<file path="src/rtl/score_keeper.sv">
// Match-state keeper for Pong: scores, serve delay, winner and ball hold.
// Optional macro AUTO_RESTART_EN: OVER restarts itself after RESTART_FRAMES frame ticks.
module score_keeper #(
   parameter int WIN_SCORE      = 9,
   parameter int SERVE_FRAMES   = 60,
   parameter int RESTART_FRAMES = 180
) (
   input  logic       PixelClock,
   input  logic       Reset,
   input  logic       frameTick,
   input  logic       point1,
   input  logic       point2,
   input  logic       startBtn,
   output logic [3:0] score1,
   output logic [3:0] score2,
   output logic       holdBall,
   output logic       gameOver,
   output logic [1:0] winner
);

   localparam logic [1:0] IDLE  = 2'd0;
   localparam logic [1:0] SERVE = 2'd1;
   localparam logic [1:0] PLAY  = 2'd2;
   localparam logic [1:0] OVER  = 2'd3;

   localparam logic [3:0] WIN          = 4'(WIN_SCORE);
   localparam logic [7:0] SERVE_LOAD   = 8'(SERVE_FRAMES);
   localparam logic [7:0] RESTART_LOAD = 8'(RESTART_FRAMES);

   logic [1:0] state, state_n;
   logic [3:0] score1_n, score2_n;
   logic [1:0] winner_n;
   logic [7:0] count, count_n;
   logic       prev_p1, prev_p2, prev_start;
   logic       p1_edge, p2_edge, start_edge;

   assign p1_edge    = point1 & ~prev_p1;
   assign p2_edge    = point2 & ~prev_p2;
   assign start_edge = startBtn & ~prev_start;

   // Next-state and next-score logic; the counter is reloaded on every SERVE entry.
   always_comb begin
      state_n  = state;
      score1_n = score1;
      score2_n = score2;
      winner_n = winner;
      count_n  = count;
      case (state)
         IDLE: begin
            if (start_edge) begin
               state_n = SERVE;
               count_n = SERVE_LOAD;
            end
         end
         SERVE: begin
            if (count == 8'd0)
               state_n = PLAY;
            else if (frameTick)
               count_n = count - 8'd1;
         end
         PLAY: begin
            if (p1_edge && p2_edge) begin
               state_n = SERVE;
               count_n = SERVE_LOAD;
            end else if (p1_edge || p2_edge) begin
               if (p1_edge)
                  score1_n = score1 + 4'd1;
               else
                  score2_n = score2 + 4'd1;
               if ((p1_edge && score1_n == WIN) || (p2_edge && score2_n == WIN)) begin
                  state_n  = OVER;
                  winner_n = p1_edge ? 2'b01 : 2'b10;
                  count_n  = RESTART_LOAD;
               end else begin
                  state_n = SERVE;
                  count_n = SERVE_LOAD;
               end
            end
         end
         OVER: begin
            if (start_edge) begin
               state_n  = SERVE;
               score1_n = 4'd0;
               score2_n = 4'd0;
               winner_n = 2'b00;
               count_n  = SERVE_LOAD;
            end
`ifdef AUTO_RESTART_EN
            else if (count == 8'd0) begin
               state_n  = SERVE;
               score1_n = 4'd0;
               score2_n = 4'd0;
               winner_n = 2'b00;
               count_n  = SERVE_LOAD;
            end else if (frameTick) begin
               count_n = count - 8'd1;
            end
`else
            else begin
               count_n = count;
            end
`endif
         end
         default: state_n = IDLE;
      endcase
   end

   // Outputs are registered from the next state so they move on the sampling edge.
   always_ff @(posedge PixelClock or posedge Reset) begin
      if (Reset) begin
         state      <= IDLE;
         score1     <= 4'd0;
         score2     <= 4'd0;
         winner     <= 2'b00;
         count      <= 8'd0;
         holdBall   <= 1'b1;
         gameOver   <= 1'b0;
         prev_p1    <= 1'b0;
         prev_p2    <= 1'b0;
         prev_start <= 1'b0;
      end else begin
         state      <= state_n;
         score1     <= score1_n;
         score2     <= score2_n;
         winner     <= winner_n;
         count      <= count_n;
         holdBall   <= (state_n != PLAY);
         gameOver   <= (state_n == OVER);
         prev_p1    <= point1;
         prev_p2    <= point2;
         prev_start <= startBtn;
      end
   end

endmodule

</file>
<file path="config.mk">
export PLATFORM = sky130hd
export DESIGN_NAME = score_keeper
export DESIGN_NICKNAME = d
export VERILOG_FILES = /design/src/rtl/score_keeper.sv
export SDC_FILE = /design/constraint.sdc
export NUM_CORES = 1
export LEC_CHECK = 0
export BUFFER_PORTS_ARGS = -buffer_cell sky130_fd_sc_hd__buf_2
export CORE_ASPECT_RATIO = 2
export CORE_MARGIN = 2
export CORE_UTILIZATION = 51
export DETAILED_ROUTE_END_ITERATION = 12
export GPL_ROUTABILITY_DRIVEN = 1
export PLACE_DENSITY = 0.8
export SETUP_SLACK_MARGIN = 0.15
export SYNTH_ARGS = -nofsm -noshare
export SYNTH_HDL_FRONTEND = slang
export SYNTH_SLANG_ARGS = --single-unit
</file>
<file path="constraint.sdc">
create_clock -name PixelClock -period 1.7 [get_ports PixelClock]
set_input_delay 0.34 -clock PixelClock [delete_from_list [all_inputs] [get_ports PixelClock]]
set_output_delay 0.34 -clock PixelClock [all_outputs]
set_load 0.02 [all_outputs]
</file>
# After elaboration in Yosys (flattened, before gate mapping)
# Cells that the tools add are included.
totals:
  output_inout_bits: 12
  register_bits: 25
classes:
  n_bitwise: 6
  add_sub_neg: 3
  muxes: 34
  reduce_logical: 12
  n_eq_ne: 15
ops:
  columns: ["cell", "count"]
  rows:
  - ["$mux 4", 13]
  - ["$mux 8", 6]
  - ["$pmux 8 s3", 1]
  - ["$mux 2", 10]
  - ["$pmux 4 s2", 2]
  - ["$ne 2x2->1 const B", 7]
  - ["$add 4x1->4 const B", 2]
  - ["$eq 4x4->1 const B", 2]
  - ["$logic_not 8->1", 1]
  - ["$reduce_and 4->1", 2]
  - ["$sub 8x1->8 const B", 1]
  - ["$eq 2x2->1 const B", 3]
  - ["$pmux 2 s3", 1]
  - ["$reduce_and 5->1", 1]
  - ["$pmux 2 s2", 1]
  - ["$and 1x1->1", 3]
  - ["$logic_and 1x1->1", 3]
  - ["$ne 3x3->1 const B", 1]
  - ["$not 1->1", 3]
  - ["$eq 2x1->1 const B", 1]
  - ["$logic_not 2->1", 1]
  - ["$logic_or 1x1->1", 2]
  - ["$ne 2x1->1 const B", 1]
  - ["$reduce_bool 2->1", 1]
  - ["$reduce_or 2->1", 1]

# Longest topological paths before layout
depth:
  word_depth: 14
  depth_mapped: 8
  mapped_depth_nobuf: 7

# Worst setup path after synthesis
# No wires, ideal clock.
synth_path:
  kind: "reg-to-reg"
  start: "register count[0]"
  end: "register count[7]"
  path_stages_with_launch: 9
  t_arrival_ns: 1.654
  period_less_slack_ns: 1.785
  path_slack_ns: -0.085
  n_path_buf: 1
  setup_ns: 0.130
  path_cell_list: "dfrtp_1 -> inv_1 -> ha_1 -> or4b_4 -> o21ai_2 -> a21oi_2 -> buf_2 -> mux2i_1 -> nand3_1"
synth_via:
  elab_chain_cells: 4
  elab_cells_between_ends: 7
synth_rtl:
  columns: ["element", "line_no", "source"]
  rows:
  - ["start, declared", "33", "logic [7:0] count, count_n;"]
  - ["start signal, assigned", "126", "count <= count_n;"]
  - ["$sub 8x1->8", "59", "count_n = count - 8'd1;"]
  - ["$mux 8", "58", "else if (frameTick)"]
  - ["$mux 8", "56", "if (count == 8'd0)"]
  - ["$pmux 8 s3", "48", "case (state)"]
# Several ways; a longest one is shown, not always the timed one. The select of a mux whose other input is x is not followed.
# A chain may end at the register's enable or synchronous reset.

# Worst setup path in the final report
layout_path:
  start: "register count[1]"
  end: "register count[6]"
# Same word-level chain as after synthesis.

==> impl_metrics.json <==
{
  "synth.area.mux_share": 0.00687,
  "synthAdderAreaFrac": 0.0687,
  "end_kind": "register",
  "status": "complete, but fails checks",
  "finalWorstSetupSlack_ns": -0.176,
  "cts_buffer_depth": 2,
  "setup_viol": 11,
  "vias_per_cell": 6.20,
  "synth_area_leaders": "dfrtp_1 (41%), ha_1 (6.9%), nor2_1 (3.9%)",
  "place.gp.congestion": 0.851,
  "dpl_cell_area_um2": 1820,
  "die_w_um": 41.8,
  "dp.cells": 230,
  "grt_overflow": 0,
  "ios": 18,
  "path_class": "register to register",
  "hp-class": "input port to async pin",
  "drt-total-wl_mm": 4.40,
  "ys_ff_latch": 25,
  "critPathArrivalTime_ns": 2.05,
  "portBuffers": 17,
  "grt_antenna_before_repair": 0,
  "syn_nets": 172,
  "first_iter_violations": 59,
  "syn_inst": 158,
  "critPathRequiredTime_ns": 1.87,
  "wire_per_inst_um": 18.0,
  "avgSynthCellArea_um2": 9.23,
  "fin_crit_sh": 1.10,
  "grt_start_max_net_pins": 26,
  "maxCapViolCount": 0,
  "synth_top_family_by_area": "compound AO/OA/AOI/OAI gates",
  "rows": 27,
  "synth-simple-area-share": 0.207,
  "root_buffer": "clkbuf_8",
  "diodes": 0,
  "chipHeight_um": 79.6,
  "yosys.area.top_type": "dfrtp_1",
  "cts_tree": "yes",
  "syn_to_final_growth_pct": 45.8,
  "place_hpwl_mm": 2.85,
  "synth.distinct_cells": 45,
  "drt-pass1-iter-count": 4,
  "drive_gt1_frac": 0.481,
  "synth_top_area_share": 0.412,
  "rsz0062_at_grt": "true",
  "crit-reg2reg-capture": "count[6]$_DFFE_PP0P_",
  "initial_core_util": 0.533,
  "yosys_warnings": 0,
  "cts_made_buffers": 3,
  "fin_nets": 231,
  "preCtsSetupSlack_ns": -0.192,
  "htree_levels": 1,
  "fmax_ghz": 0.533,
  "drcViolationCount": 0,
  "p_leak_uw": 0.000952,
  "tightest_slew_ns": 0.403,
  "instances_no_fill": 245,
  "cts.reportedPaths.clkPinSlew_ns": 0.08,
  "path_max_fanout": 7,
  "syn-cell-area_um2": 1460,
  "grt_pass1_vias": 1608,
  "clk_latency_ns": 0.28,
  "ys_seq_area_frac": 0.430,
  "dieArea_um2": 3330,
  "slew_headroom": 0.731,
  "r2r-start": "count[1]$_DFFE_PP0P_",
  "design_area_um2": 2130,
  "finalPower_uw": 2370,
  "ant_nets": 0,
  "grt_first_pass_wirelength_mm": 6.98,
  "synthXorXnorAreaFrac": 0.0180,
  "ir_drop_v": 0.000783,
  "core_um2": 2740,
  "drv_slew": 0,
  "critPathLaunchType": "register",
  "power_density_nw_per_um2": 1110,
  "grt_usage": 0.275,
  "finalCriticalPeriod_ns": 1.88,
  "finalHoldViolCount": 0,
  "r2r_slack_ns": -0.18,
  "synth_compound_area_frac": 0.227,
  "rr_worst_depth": 7,
  "fin_skew_ns": 0.00259,
  "cts.sinks": 25,
  "vias": 1520,
  "failed_checks": "negative setup slack"
}
## worst max path at each step
stage                          from                   end  slack [ns]  cells past startpoint
3_3_place_gp   count[0]$_DFFE_PP0P_  count[6]$_DFFE_PP0P_       -0.11                      7
3_5_place_dp   count[0]$_DFFE_PP0P_  count[6]$_DFFE_PP0P_       -0.19                      7
4_1_cts        count[1]$_DFFE_PP0P_  count[6]$_DFFE_PP0P_       -0.14                      7
5_1_grt        count[1]$_DFFE_PP0P_  count[3]$_DFFE_PP0P_       -0.23                      7
2_1_floorplan  count[0]$_DFFE_PP0P_  count[6]$_DFFE_PP0P_       -0.04                      7
6_report       count[1]$_DFFE_PP0P_  count[6]$_DFFE_PP0P_       -0.18                      7
## cells by family (layout without fill, tap and decap cells)
group                    count (synthesis)  count (layout)
multiplexers                             1               1
AND/OR/NAND/NOR                         57              57
adder cells (fa/ha/maj)                  8               8
AO/OA/AOI/OAI                           48              48
XOR/XNOR                                 3               3
flip-flops                              25              25
buffers and inverters                   16              74
## layer usage
layer,up-vias,global-route usage,part of all wire
met4,0,0.216,0.050
li1,683,-,-
met3,22,0.0204,0.029
met2,61,0.528,0.59
met5,-,0,0
met1,754,0.251,0.33
## registers in the layout (all words and copies together) (netlist names)
name        count
score2          4
prev_p2         1
count           8
state           2
gameOver        1
prev_p1         1
prev_start      1
score1          4
winner          2
holdBall        1
## synth_stat cells (all sizes together)
cell type  count
o211ai         1
o31ai          1
or4            1
a311oi         1
o21bai         1
a21oi         11
a31oi          3
nor2          15
nand2b         6
xnor2          3
a21boi         1
clkbuf         1
nor3           2
o211a          1
nand4          6
buf            2
inv           13
dfstp          1
nand2         11
o21ba          1
mux2i          1
nand3          4
or2            2
a22o           6
o32ai          1
and2           1
or3            2
a22oi          1
dfrtp         24
a32o           1
nor3b          1
a41oi          1
a21o           1
nor2b          2
o21ai         15
or4b           1
nand3b         1
ha             8
a211oi         1
nor4           1
and2b          1
## worst max-delay path: stages (launching register included)
cell and delay [ns]:
dfrtp_1 0.40, inv_2 0.06, ha_2 0.15, or4b_4 0.48, o21ai_4 0.19, a21oi_4 0.12
and2_4 0.19, a22o_1 0.18
## layout by cell type (no fill, tap or decap), types with 6 or more instances in the layout
cell type	instances
buf_6	7
buf_2	17
o21ai_1	10
nand4_1	6
inv_1	10
nand2_1	10
buf_4	33
dfrtp_1	20
nor2_1	11
## area by class of cell
type | instances | area [um2]
fill | 176 | 611
sequential | 25 | 632
inverter | 13 | 48.8
clock buffer | 4 | 45.0
tap | 29 | 36.3
timing repair buffer | 57 | 412
multi-input combinational | 117 | 952
## through the flow
step / hold WS (ns) / setup TNS, ns / utilization
final: 0.101 / -1.32 / 0.777
after floorplan: 0.366 / -0.0961 / -
after global placement: 0.400 / -0.684 / 0.664
after CTS: 0.109 / -0.983 / 0.736
after global routing: 0.138 / -2.14 / 0.777
after detailed placement: 0.405 / -1.70 / 0.664
## power breakdown
group	internal (uW)	switching, uW	total (uW)
registers	705	114	818
clock network	168	193	362
logic	567	621	1190
total	1440	928	2370
## timing repair
| item | CTS | global route |
|---|---|---|
| buffers inserted | 7 | 4 |
| hold buffers | 0 | 0 |
| setup endpoints to repair | 22 | 22 |
| resized for setup | 26 | 18 |
| pin swaps | 13 | 15 |
(Power assumes the default switching activity.)
